===== config.mk =====
export PLATFORM = sky130hd
export DESIGN_NAME = sdram_frame_port_arb
export DESIGN_NICKNAME = d
export VERILOG_FILES = /design/src/rtl/sdram_frame_port_arb.sv
export SDC_FILE = /design/constraint.sdc
export NUM_CORES = 1
export LEC_CHECK = 0
export CAP_MARGIN = 20
export CORE_UTILIZATION = 58
export DETAILED_ROUTE_END_ITERATION = 16
export GPL_TIMING_DRIVEN = 0
export PLACE_DENSITY_LB_ADDON = 0.12
export RECOVER_POWER = 50
export SYNTH_ARGS = -nofsm -noshare
export SYNTH_HDL_FRONTEND = slang
export SYNTH_SLANG_ARGS = --single-unit

===== constraint.sdc =====
create_clock -name i_clk -period 6.3 [get_ports i_clk]
set_clock_uncertainty 0.1 [all_clocks]
set_input_delay 1.26 -clock i_clk [delete_from_list [all_inputs] [get_ports i_clk]]
set_output_delay 1.26 -clock i_clk [all_outputs]
set_load 0.03 [all_outputs]

===== src/rtl/sdram_frame_port_arb.sv =====
// rtl/sdram_frame_port_arb.sv - SDRAM burst arbiter between a camera write FIFO and a display read FIFO
// Ping-pong frame buffers; one request pulse per burst, re-issued on NACK, on no-accept or after a timeout.
module sdram_frame_port_arb #(
    parameter int                          SDRAM_ADDRS_WIDE = 21,
    parameter int                          SDRAM_DATA_WIDE  = 32,
    parameter int                          FIFO_LVL_WIDE    = 10,
    parameter logic [7:0]                  BURST_LEN        = 8'd64,
    parameter logic [SDRAM_ADDRS_WIDE-1:0] FRAME_WORDS      = 21'd76800,
    parameter logic [SDRAM_ADDRS_WIDE-1:0] BUF0_BASE        = 21'd0,
    parameter logic [SDRAM_ADDRS_WIDE-1:0] BUF1_BASE        = 21'd131072,
    parameter logic [15:0]                 TIMEOUT_CYC      = 16'd4095
) (
    input  logic                        i_clk,
    input  logic                        i_rst_n,
    input  logic                        i_sdram_init_done,
    input  logic                        i_wr_frame_start,
    input  logic                        i_rd_frame_start,
    input  logic [FIFO_LVL_WIDE-1:0]    i_wr_fifo_lvl,
    input  logic [FIFO_LVL_WIDE-1:0]    i_rd_fifo_free,
    output logic                        o_wr_fifo_rd_en,
    output logic                        o_wr_en,
    output logic [7:0]                  o_wr_lengths,
    output logic [SDRAM_ADDRS_WIDE-1:0] o_wr_addrs,
    output logic [3:0]                  o_wr_dqm,
    output logic                        o_rd_en,
    output logic [7:0]                  o_rd_lengths,
    output logic [SDRAM_ADDRS_WIDE-1:0] o_rd_addrs,
    output logic [3:0]                  o_rd_dqm,
    input  logic                        i_wr_data_req,
    input  logic                        i_rw_over,
    input  logic                        i_rd_wr_done,
    input  logic                        i_rw_nack,
    output logic                        o_err_timeout,
    output logic                        o_wr_buf
);
    typedef enum logic [1:0] {S_IDLE, S_ISSUE, S_WAIT_BUSY, S_WAIT_DONE} state_t;

    localparam logic [SDRAM_ADDRS_WIDE-1:0] BURST_STEP  = SDRAM_ADDRS_WIDE'(BURST_LEN) + SDRAM_ADDRS_WIDE'(1);
    localparam logic [FIFO_LVL_WIDE-1:0]    BURST_WORDS = FIFO_LVL_WIDE'(BURST_LEN) + FIFO_LVL_WIDE'(1);

    state_t                      state_q, state_d;
    logic                        wr_en_q, wr_en_d, rd_en_q, rd_en_d;
    logic [SDRAM_ADDRS_WIDE-1:0] wr_addrs_q, wr_addrs_d, rd_addrs_q, rd_addrs_d;
    logic [SDRAM_ADDRS_WIDE-1:0] wr_offset_q, wr_offset_d, rd_offset_q, rd_offset_d;
    logic                        wr_buf_q, wr_buf_d, rd_buf_q, rd_buf_d;
    logic                        wr_active_q, wr_active_d, rd_active_q, rd_active_d;
    logic                        wr_start_pend_q, wr_start_pend_d, rd_start_pend_q, rd_start_pend_d;
    logic                        last_grant_q, last_grant_d, grant_q, grant_d;
    logic [2:0]                  busy_cnt_q, busy_cnt_d;
    logic [15:0]                 tmo_cnt_q, tmo_cnt_d;
    logic                        err_q, err_d;

    logic                        wr_req, rd_req, grant_rd, wr_start_now, rd_start_now;
    logic [SDRAM_ADDRS_WIDE-1:0] wr_next, rd_next;
    logic                        data_wide_unused;

    // grant encodings: 1 = read side, 0 = write side
    assign wr_req       = (i_wr_fifo_lvl >= BURST_WORDS) && wr_active_q;
    assign rd_req       = (i_rd_fifo_free >= BURST_WORDS) && rd_active_q;
    assign grant_rd     = rd_req && (!wr_req || !last_grant_q);
    assign wr_start_now = wr_start_pend_q | i_wr_frame_start;
    assign rd_start_now = rd_start_pend_q | i_rd_frame_start;
    assign wr_next      = wr_offset_q + BURST_STEP;
    assign rd_next      = rd_offset_q + BURST_STEP;

    always_comb begin
        state_d         = state_q;
        wr_en_d         = 1'b0;
        rd_en_d         = 1'b0;
        wr_addrs_d      = wr_addrs_q;
        rd_addrs_d      = rd_addrs_q;
        wr_offset_d     = wr_offset_q;
        rd_offset_d     = rd_offset_q;
        wr_buf_d        = wr_buf_q;
        rd_buf_d        = rd_buf_q;
        wr_active_d     = wr_active_q;
        rd_active_d     = rd_active_q;
        wr_start_pend_d = wr_start_now;
        rd_start_pend_d = rd_start_now;
        last_grant_d    = last_grant_q;
        grant_d         = grant_q;
        busy_cnt_d      = busy_cnt_q;
        tmo_cnt_d       = tmo_cnt_q;
        err_d           = err_q;
        case (state_q)
            S_IDLE: begin
                if (wr_start_now) begin
                    wr_offset_d     = '0;
                    wr_active_d     = 1'b1;
                    wr_start_pend_d = 1'b0;
                end
                if (rd_start_now) begin
                    rd_offset_d     = '0;
                    rd_active_d     = 1'b1;
                    rd_buf_d        = ~wr_buf_q;
                    rd_start_pend_d = 1'b0;
                end
                // a frame start moves the offsets this cycle, so the grant waits one cycle
                if (!wr_start_now && !rd_start_now && i_rw_over && (wr_req || rd_req)) begin
                    grant_d = grant_rd;
                    if (grant_rd) begin
                        rd_addrs_d = (rd_buf_q ? BUF1_BASE : BUF0_BASE) + rd_offset_q;
                        rd_en_d    = 1'b1;
                    end else begin
                        wr_addrs_d = (wr_buf_q ? BUF1_BASE : BUF0_BASE) + wr_offset_q;
                        wr_en_d    = 1'b1;
                    end
                    state_d = S_ISSUE;
                end
            end
            S_ISSUE: begin
                busy_cnt_d = '0;
                tmo_cnt_d  = '0;
                state_d    = S_WAIT_BUSY;
            end
            S_WAIT_BUSY: begin
                tmo_cnt_d = tmo_cnt_q + 16'd1;
                if (!i_rw_over) begin
                    state_d = S_WAIT_DONE;
                end else if (tmo_cnt_q >= TIMEOUT_CYC) begin
                    err_d   = 1'b1;
                    state_d = S_IDLE;
                end else if (busy_cnt_q == 3'd7) begin
                    state_d = S_IDLE;
                end else begin
                    busy_cnt_d = busy_cnt_q + 3'd1;
                end
            end
            S_WAIT_DONE: begin
                if (i_rd_wr_done) begin
                    state_d = S_IDLE;
                    if (!i_rw_nack) begin
                        last_grant_d = grant_q;
                        if (grant_q) begin
                            rd_offset_d = (rd_next >= FRAME_WORDS) ? '0 : rd_next;
                            rd_active_d = (rd_next < FRAME_WORDS);
                        end else if (wr_next >= FRAME_WORDS) begin
                            wr_offset_d = '0;
                            wr_buf_d    = ~wr_buf_q;
                            wr_active_d = 1'b0;
                        end else begin
                            wr_offset_d = wr_next;
                        end
                    end
                end else if (tmo_cnt_q >= TIMEOUT_CYC) begin
                    err_d   = 1'b1;
                    state_d = S_IDLE;
                end else begin
                    tmo_cnt_d = tmo_cnt_q + 16'd1;
                end
            end
            default: state_d = S_IDLE;
        endcase
    end

    always_ff @(posedge i_clk) begin
        if (!i_rst_n || !i_sdram_init_done) begin
            state_q         <= S_IDLE;
            wr_en_q         <= 1'b0;
            rd_en_q         <= 1'b0;
            wr_addrs_q      <= BUF0_BASE;
            rd_addrs_q      <= BUF1_BASE;
            wr_offset_q     <= '0;
            rd_offset_q     <= '0;
            wr_buf_q        <= 1'b0;
            rd_buf_q        <= 1'b1;
            wr_active_q     <= 1'b0;
            rd_active_q     <= 1'b0;
            wr_start_pend_q <= 1'b0;
            rd_start_pend_q <= 1'b0;
            last_grant_q    <= 1'b1;
            grant_q         <= 1'b0;
            busy_cnt_q      <= '0;
            tmo_cnt_q       <= '0;
            err_q           <= 1'b0;
        end else begin
            state_q         <= state_d;
            wr_en_q         <= wr_en_d;
            rd_en_q         <= rd_en_d;
            wr_addrs_q      <= wr_addrs_d;
            rd_addrs_q      <= rd_addrs_d;
            wr_offset_q     <= wr_offset_d;
            rd_offset_q     <= rd_offset_d;
            wr_buf_q        <= wr_buf_d;
            rd_buf_q        <= rd_buf_d;
            wr_active_q     <= wr_active_d;
            rd_active_q     <= rd_active_d;
            wr_start_pend_q <= wr_start_pend_d;
            rd_start_pend_q <= rd_start_pend_d;
            last_grant_q    <= last_grant_d;
            grant_q         <= grant_d;
            busy_cnt_q      <= busy_cnt_d;
            tmo_cnt_q       <= tmo_cnt_d;
            err_q           <= err_d;
        end
    end

    assign data_wide_unused = (SDRAM_DATA_WIDE != 0);

    assign o_wr_fifo_rd_en = i_wr_data_req;
    assign o_wr_en         = wr_en_q;
    assign o_rd_en         = rd_en_q;
    assign o_wr_lengths    = BURST_LEN;
    assign o_rd_lengths    = BURST_LEN;
    assign o_wr_addrs      = wr_addrs_q;
    assign o_rd_addrs      = rd_addrs_q;
    assign o_wr_dqm        = 4'b0000;
    assign o_rd_dqm        = 4'b0000;
    assign o_err_timeout   = err_q;
    assign o_wr_buf        = wr_buf_q;

endmodule


Word level (Yosys, flattened, before mapping)
Index checks and enable logic that the tools add are counted.
W data, S select, Z words.
{ "word_totals": {"regBits": 116, "in_bits": 29, "output_inout_bits": 71, "wordCells": 137} }
{ "classes": {"n_addsub": 6, "n_lt_le_gt_ge": 6, "eq_ne": 19, "muxes": 45, "bitwise_logic": 8, "reduce_logical": 35} }
{ "ops": {"columns": ["cell", "n"], "rows": [
  ["$mux W21", 10],
  ["$pmux W21 S2", 2],
  ["$pmux W16 S3", 1],
  ["$add A18 B21 Y21", 2],
  ["$add A21 B7 Y21 const B", 2],
  ["$ge A21 B17 Y1 const B", 2],
  ["$mux W18", 2],
  ["$mux W16", 2],
  ["$ne A2 B2 Y1 const B", 13],
  ["$lt A21 B17 Y1 const B", 1],
  ["$ge A10 B7 Y1 const B", 2],
  ["$reduce_and A3 Y1", 6],
  ["$add A16 B1 Y16 const B", 1],
  ["$ge A16 B12 Y1 const B", 1],
  ["$reduce_and A5 Y1", 3],
  ["$mux W1", 14],
  ["$mux W2", 6],
  ["$mux W3", 3],
  ["$pmux W2 S4", 1],
  ["$logic_and A1 B1 Y1", 6],
  ["$logic_not A1 Y1", 6],
  ["$not A1 Y1", 6],
  ["$pmux W1 S2", 3],
  ["$pmux W3 S2", 1],
  ["16 further kinds", 23]
]} }

Depth between registers and ports, before layout
Gate-level depths: netlist (run 1).
{ "logic_depth": {"depth_word": 7, "ltp_mapped": 10, "ltp_nobuf": 8} }

Worst setup path after synthesis (run 1)
OpenSTA, ideal clock, no wires.
{ "synth_path": {"path_kind": "input to register", "start": "input i_rd_fifo_free[2]", "end": "register rd_addrs_q[15], in the netlist o_rd_addrs[15]", "setup_ns": 0.128, "arrival_ns": 3.128, "t_required_ns": 6.072, "setup_slack_ns": 2.945, "path_stages": 9, "n_path_buf": 2, "path_cell_list": "or4_1 -> o31ai_1 -> a21boi_0 -> o2111ai_1 -> or2_2 -> buf_2 -> buf_2 -> mux2i_1 -> nor2_1"} }
{ "synth_via": {"elab_chain_len": 5, "elab_cells_between_ends": 6, "cone_classes": "order compare (1); reduce/logical (5)"} }
{ "synth_rtl": {"columns": ["item", "line", "rtl"], "rows": [
  ["from (decl)", "19", "input logic [FIFO_LVL_WIDE-1:0] i_rd_fifo_free,"],
  ["$ge A10 B7 Y1 (*)", "59", "assign rd_req = (i_rd_fifo_free >= BURST_WORDS) && rd_active_q;"],
  ["$logic_and A1 B1 Y1 (*)", "59", null],
  ["$logic_or A1 B1 Y1", "99", "if (!wr_start_now && !rd_start_now && i_rw_over && (wr_req || rd_req)) begin"],
  ["$logic_and A1 B1 Y1", "99", null],
  ["$reduce_and A3 Y1 (no line) (*)", null, null],
  ["to (signal assigned)", "181", "rd_addrs_q <= rd_addrs_d;"],
  ["to (decl)", "43", "logic [SDRAM_ADDRS_WIDE-1:0] wr_addrs_q, wr_addrs_d, rd_addrs_q, rd_addrs_d;"]
]} }
Mark *: on every way between the ends. The rest lies on a longest branch, timed or not.
A chain may end at the register's enable or synchronous reset.

Worst setup path in the final report (run 1)
{ "layout_path": {"start": "input i_wr_fifo_lvl[2]", "end": "register rd_addrs_q[17], in the netlist o_rd_addrs[17]"} }
{ "layout_via": {"elab_chain_len": 6, "elab_cells_between_ends": 8, "cone_classes": "order compare (1); reduce/logical (7)"} }
{ "layout_rtl": {"columns": ["item", "line", "rtl"], "rows": [
  ["from (decl)", "18", "input logic [FIFO_LVL_WIDE-1:0] i_wr_fifo_lvl,"],
  ["$ge A10 B7 Y1 (*)", "58", "assign wr_req = (i_wr_fifo_lvl >= BURST_WORDS) && wr_active_q;"],
  ["$logic_and A1 B1 Y1 (*)", "58", null],
  ["$logic_not A1 Y1", "60", "assign grant_rd = rd_req && (!wr_req || !last_grant_q);"],
  ["$logic_or A1 B1 Y1", "60", null],
  ["$logic_and A1 B1 Y1", "60", null],
  ["$reduce_and A3 Y1 (no line) (*)", null, null]
]} }
Marked as above.

==> results of run 1 <==
[through the flow]
stage / cell area [µm²] / std cells / hold WS, ns / setup slack, ns / power (µW)
CTS: 7500 / 976 / 0.375 / 2.68 / 1740
global route: 7490 / 976 / 0.412 / 2.40 / 1780
finish: 7490 / 976 / 0.378 / 2.51 / 1730
floorplan: 6020 / 737 / 0.339 / 2.94 / 803
detailed placement: 6930 / 944 / 0.367 / 2.16 / 830
global placement: 6930 / 944 / 0.352 / 2.25 / 828
[worst max-delay path, stage by stage]
cell	delay, ns
dlygate4sd3_1	0.53
or4_1	0.52
o31ai_1	0.28
a21oi_1	0.17
o2111ai_1	0.32
or2_2	0.17
buf_2	0.18
buf_2	0.33
mux2i_1	0.24
nand2_1	0.07
[worst min path at each step]
| stage | to | from | slack [ns] |
|---|---|---|---|
| 3_3_place_gp | last_grant_q$_SDFFE_PP1P_ | last_grant_q$_SDFFE_PP1P_ | 0.35 |
| 6_report | grant_q$_SDFFE_PP0N_ | grant_q$_SDFFE_PP0N_ | 0.38 |
| 2_1_floorplan | last_grant_q$_SDFFE_PP1P_ | last_grant_q$_SDFFE_PP1P_ | 0.34 |
| 3_5_place_dp | grant_q$_SDFFE_PP0N_ | grant_q$_SDFFE_PP0N_ | 0.37 |
| 5_1_grt | o_err_timeout$_SDFFE_PP0P_ | o_err_timeout$_SDFFE_PP0P_ | 0.41 |
| 4_1_cts | grant_q$_SDFFE_PP0N_ | grant_q$_SDFFE_PP0N_ | 0.38 |
[per-layer routing]
| metal | GRT usage [%] | vias to the layer above | share of wire, % |
|---|---|---|---|
| met5 | 0 | - | 0 |
| met1 | 33.6 | 2628 | 41 |
| met4 | 15.0 | 0 | 2.5 |
| met3 | 6.72 | 39 | 5.5 |
| met2 | 51.4 | 213 | 51 |
| li1 | - | 2716 | - |
[sequential cells by signal, summed over array words and instances, names as in the netlist]
name	count
o_wr_addrs	21
o_wr_buf	1
tmo_cnt_q	16
state_q	2
grant_q	1
rd_active_q	1
o_wr_en	1
wr_active_q	1
busy_cnt_q	3
rd_offset_q	21
o_rd_en	1
o_err_timeout	1
o_rd_addrs	21
wr_offset_q	21
last_grant_q	1
rd_buf_q	1
rd_start_pend_q	1
wr_start_pend_q	1
[cell families after synthesis]
| logic type | share of synthesized area (%) |
|---|---|
| flip-flops | 39.1 |
| AND/OR/NAND/NOR | 27.4 |
| multiplexers | 8.11 |
| buffers and inverters | 7.27 |
| AO/OA/AOI/OAI | 13.0 |
| other | 0.126 |
| XOR/XNOR | 3.10 |
| adder cells (fa/ha/maj) | 1.90 |
[power breakdown]
group	internal, µW	leakage [µW]	total, µW	switching (µW)
logic	32.4	0.00212	79.0	46.5
registers	735	0.000934	735	0.606
clock network	563	0.000267	916	353
[layout by cell type, fill, tap and decap left out, types with 7 or more instances in the layout]
cell type	instances
dlygate4sd3_1	48
nor2_1	94
dfxtp_1	116
ha_1	9
buf_4	26
clkbuf_16	16
o21ai_0	18
clkbuf_1	25
xnor2_1	15
or2_2	8
inv_1	10
nand3_1	37
or4_1	7
a21o_1	10
a21oi_1	26
mux2i_1	47
clkdlybuf4s50_1	26
and2_1	10
buf_2	20
and3_1	17
o211ai_1	11
nand4_1	21
nand2_1	78
or3_1	14
nor3_1	16
conb_1	24
[layout make-up]
| type | count | area [µm²] | area share, % |
|---|---|---|---|
| inverter | 10 | 37.5 | 0.501 |
| buffer | 72 | 393 | 5.24 |
| tap | 133 | 166 | 2.22 |
| clock inverter | 15 | 156 | 2.09 |
| clock buffer | 17 | 414 | 5.53 |
| sequential | 116 | 2320 | 31.0 |
| multi-input combinational | 539 | 3260 | 43.5 |
| timing repair buffer | 74 | 741 | 9.89 |
==> results.md, run 1 <==
* Status: finished clean
* Initial DRC count at about 220
* CP Capture Type: register
* FF+latch count, synth at ~120
* Max cap viols at 0
* Top post-synthesis cells by area: dfxtp_1 (39%), mux2i_1 (7.9%), nor2_1 (5.9%), nand2_1 (4.9%), buf_4 (3.3%)
* Yosys warns at 0
* DRC viols at 0
* Worst-path clk slew at roughly 0.060 ns
* Clk_lat worst skew at roughly 0.5 ns
* Largest net degree at the start of global routing at 17
* Critical Path AT at between 4 and 5 ns
* Antenna cells at 0
* Slew margin rel. at 59.3%
* Cells after Synth at 715
* Synth cell types at 62
* Cell taking the most area after synthesis: dfxtp_1
* Port Buf Inserts at 74
* Hold depth at 2
* Total Die Area at 10600 µm²
* Worst R2R Path Depth at 9
* Initial antenna violation count at 0
* Nets@finish at between 800 and 900
* Die Ht at 103 µm
* Required @ worst endpoint at 6.59 ns
* Most common cell in the synthesized netlist: dfxtp_1
* Fill count at 715
* Post-Syn Area at 5940 µm²
* H-tree depth at 4
* # resized after CTS at 0
* CTS buffer count at 17
* DR WL/cell at 15.1 µm
* Clock Tree Root: clkbuf_8
* DP HPWL at 10.8 mm
* Layout area overhead at 26.2%
* Tmin final at 3.79 ns
* Die width at about 100 µm
* Std-Cell Core Area at approximately 10000 µm²
* Clock Path Buffers at 2
* Final Hold Fails at 0
* Mean Syn Cell Area at 8.31 µm²
* RSZ-0062 raised after global routing: false
* Number of global-route vias before repair at 5302
* Setup Fix Bufs, Post-CTS at 0
* Row count at 36
* RR Endpoint: rd_offset_q[6]$_SDFFE_PP0P_
* Final slew viol count at 0
* Post-synth top area share at 39.1%
* Top FF cell, synth: dfxtp_1
* Vias at between 5k and 6k
* Startpoint types: input pin
* Setup crit end: o_rd_addrs[17]$_SDFFE_PP1P_
* Fin util at 76.0%
* Seq/Total Area, Yosys at 39.1%
* Post-synth EDFFs at 0
* Fraction of layout cells with a size suffix above 1 at 11.3%
* CTS Sinks at around 120
* Synth cell count leaders: dfxtp_1 (116), nor2_1 (94), nand2_1 (78)
* Asr flop ratio synth at 0%
* Antenna-violating nets left at 0
* Worst-Margin Slew at 0.611 ns
* Period Utilization, post-route at 60.2%
* Highest clock rate at 264 MHz
* Leak at 0.00333 µW
* CTS hold repair buffers at 0
* GR Overflow Total at 0
* RR Startpoint: rd_offset_q[0]$_SDFFE_PP0P_
* CTS tree: done
* Worst min path class: register to register
* Beginning of the critical path: i_wr_fifo_lvl[2]
* Endpoints failing setup at 0
* Global-route total usage across every layer at 29.4%
* Final Wtd Congestion at 0.904
* Number of top-level pins at 100
* Reg2reg setup slack at between 3 and 4 ns
* First-pass GRT wire length at roughly 24 mm
* Power Density at about 230 nW/µm²
* Starting density of the core at about three fifths
* Kind of critical path: input pin to register
* WL final at 14.7 mm
* Drt first pass iters at 5
* Setup TNS at 0 ns
* Routed vias/inst at between 5 and 6
* Maximum vdd drop at 0.197 mV
* CP Max Fanout at 10
No activity file was read; power rests on OpenSTA's default activity.
==> run 2: changes to the inputs <==
--- a/config.mk
+++ b/config.mk
@@ -6,7 +6,7 @@
 export NUM_CORES = 1
 export LEC_CHECK = 0
 export CAP_MARGIN = 20
-export CORE_UTILIZATION = 58
+export CORE_UTILIZATION = 54
 export DETAILED_ROUTE_END_ITERATION = 16
 export GPL_TIMING_DRIVEN = 0
 export PLACE_DENSITY_LB_ADDON = 0.12
==> constraint.sdc (replaced) <==
create_clock -name i_clk -period 3.65 [get_ports i_clk]
set_clock_uncertainty 0.1 [all_clocks]
set_input_delay 0.73 -clock i_clk [delete_from_list [all_inputs] [get_ports i_clk]]
set_output_delay 0.73 -clock i_clk [all_outputs]
set_load 0.03 [all_outputs]
==> results.md, run 2 (synthesis gave the netlist of run 1 again) <==
* Met1 Use GR at 33.0% (-0.64 points)
* DR WL/cell at 15.4 µm (+2.3%)
* Slew margin rel. at 54.5% (-4.7 points)
* Number of global-route vias before repair at 5343 (+0.77%)
* Multi-input logic area at 3260 µm² (unchanged)
* Layout area overhead at 26.1% (about the same)
* CTS hold repair buffers at 0 (unchanged)
* Number of top-level pins at 100 (unchanged)
* Starting density of the core at 56.5% (-3.7 points)
* Std-Cell Core Area at 10500 µm² (+6.5%)
* Kind of critical path: input pin to register
* Final Wtd Congestion at 0.931 (+3.0%)
* Nets@finish at 868 (unchanged)
* GRT met3 Usage at 5.53% (-1.2 points)
* WL final at 15.1 mm (+2.6%)
* Hold depth at 2 (unchanged)
* Global-route total usage across every layer at 27.6% (-1.8 points)
* Total Die Area at 11400 µm² (+7.3%)
* Period Utilization, post-route at 88.7%
* Final Hold Fails at 0 (unchanged)
* Sequential share of power at 42.4% (about the same)
* Largest net degree at the start of global routing at 17 (unchanged)
* Antenna cells at 0 (unchanged)
* Commonest non-fill, non-tap cell in the layout: dfxtp_1
* Highest clock rate at 309 MHz
* Port Buf Inserts at 74 (unchanged)
* Vias at 5562 (-0.61%)
* Clock Path Buffers at 2 (unchanged)
* RSZ-0062 raised after global routing: false
* Power Density at 400 nW/µm² (+73%)
* Total Power at 3000 µW (+73%)
* DP HPWL at 10.7 mm (-1.0%)
* Reg area at 2320 µm² (unchanged)
* Tmin final at approximately 3.2 ns
* Critical Path AT at 3.53 ns (-0.55 ns)
* Worst min path class: register to register
* Sw frac at 23.0% (-0.13 points)
* Die Ht at 107 µm (+3.6%)
* Clock share of power at 53.1% (+0.2 points)
* Status: finished clean
* Row count at 37 (+2.8%)
* Fraction of layout cells with a size suffix above 1 at 11.0% (-0.24 points)
* Worst-Margin Slew at 0.682 ns (+0.0711 ns)
* Die width at 107 µm (+3.6%)
* Initial DRC count at 256 (+15%)
* CTS buffer count at 17 (unchanged)
* Final slew viol count at 0 (unchanged)
* Fill count at 849 (+19%)
* Commonest non-fill, non-tap cells in the layout: dfxtp_1 (116), nor2_1 (94), nand2_1 (78)
* H-tree depth at 4 (unchanged)
* Setup Fix Bufs, Post-CTS at 0 (unchanged)
* Antenna-violating nets left at 0 (unchanged)
* Combinational share of power at 4.6% (about the same)
* Grt peak-use layer: met2
* Maximum vdd drop at 0.241 mV (+23%)
* Leak at 0.00333 µW (+0.12%)
* CTS tree: done
* Initial antenna violation count at 0 (unchanged)
* Internal power at 2310 µW (+74%)
* Worst-path clk slew at 0.06 ns (about the same)
* Clk_lat worst skew at 0.52 ns (about the same)
* Startpoint types: input pin
* Psw at 689 µW (+72%)
* Setup TNS at 0 ns (unchanged)
* Max cap viols at 0 (unchanged)
* DRC viols at 0 (unchanged)
* Endpoints failing setup at 0 (unchanged)
* Clock Tree Root: clkbuf_8
* GR Util met2 at 47.0% (-4.5 points)
* GR Overflow Total at 0 (unchanged)
* Routed vias/inst at 5.68 (-0.91%)
* CP Max Fanout at 10 (unchanged)
* CTS Sinks at 116 (unchanged)
* First-pass GRT wire length at 25.0 mm (+3.6%)
* Drt first pass iters at 5 (unchanged)
* CP Capture Type: register
* Worst R2R Path Depth at 9 (unchanged)
* # resized after CTS at 0 (unchanged)
* Required @ worst endpoint at 3.95 ns (-2.64 ns)
==> run 2: path summary, 6_finish.rpt <==
check                                     end  slack [ns]                   startpoint
setup reg to reg  rd_offset_q[6]$_SDFFE_PP0P_        0.56  rd_offset_q[0]$_SDFFE_PP0P_
hold / removal     o_err_timeout$_SDFFE_PP0P_        0.37   o_err_timeout$_SDFFE_PP0P_
hold reg to reg    o_err_timeout$_SDFFE_PP0P_        0.37   o_err_timeout$_SDFFE_PP0P_
setup / recovery   o_wr_addrs[7]$_SDFFE_PP0P_        0.41            i_rd_fifo_free[2]
==> run 2: layout make-up <==
cell class | count | share of cell area [%]
clock buffer | 19 | 5.76
clock inverter | 13 | 1.80
inverter | 10 | 0.501
timing repair buffer | 74 | 9.89
tap | 136 | 2.27
multi-input combinational | 539 | 43.5
sequential | 116 | 31.0
buffer | 72 | 5.23
==> run 2: critical path, cell delays in order <==
cell             delay (ns)
clkdlybuf4s50_1        0.39
or4_1                  0.52
o31ai_1                0.20
a21boi_0               0.16
o2111ai_1              0.37
nand2b_1               0.16
clkbuf_1               0.33
buf_2                  0.36
mux2i_1                0.25
nor2_1                 0.06
==> run 2: routing by layer <==
metal  up-vias  share of wire (%)
li1       2719                  -
met1      2600                 42
met2       194                 50
met3        49                4.8
met4         0                3.0
met5         -                  0
==> run 2: power groups by stage <==
stage	combinational (µW)	clock (µW)	sequential (µW)
final	137	1590	1270
after global routing	147	1670	1270
after CTS	136	1600	1270
after detailed placement	136	0	1300
after global placement	134	0	1300
after floorplan	89.1	0	1300
==> run 2: metrics by stage <==
| step | std cells | setup slack, ns | utilization, % | instance area, µm² | hold WS [ns] |
|---|---|---|---|---|---|
| floorplan | 737 | 0.825 | - | 6020 | 0.339 |
| global placement | 947 | 0.0939 | 66.0 | 6930 | 0.358 |
| detailed placement | 947 | 0.0761 | 66.0 | 6930 | 0.372 |
| CTS | 979 | 0.580 | 71.4 | 7500 | 0.386 |
| global route | 979 | 0.252 | 71.3 | 7490 | 0.398 |
| finish | 979 | 0.413 | 71.3 | 7490 | 0.370 |
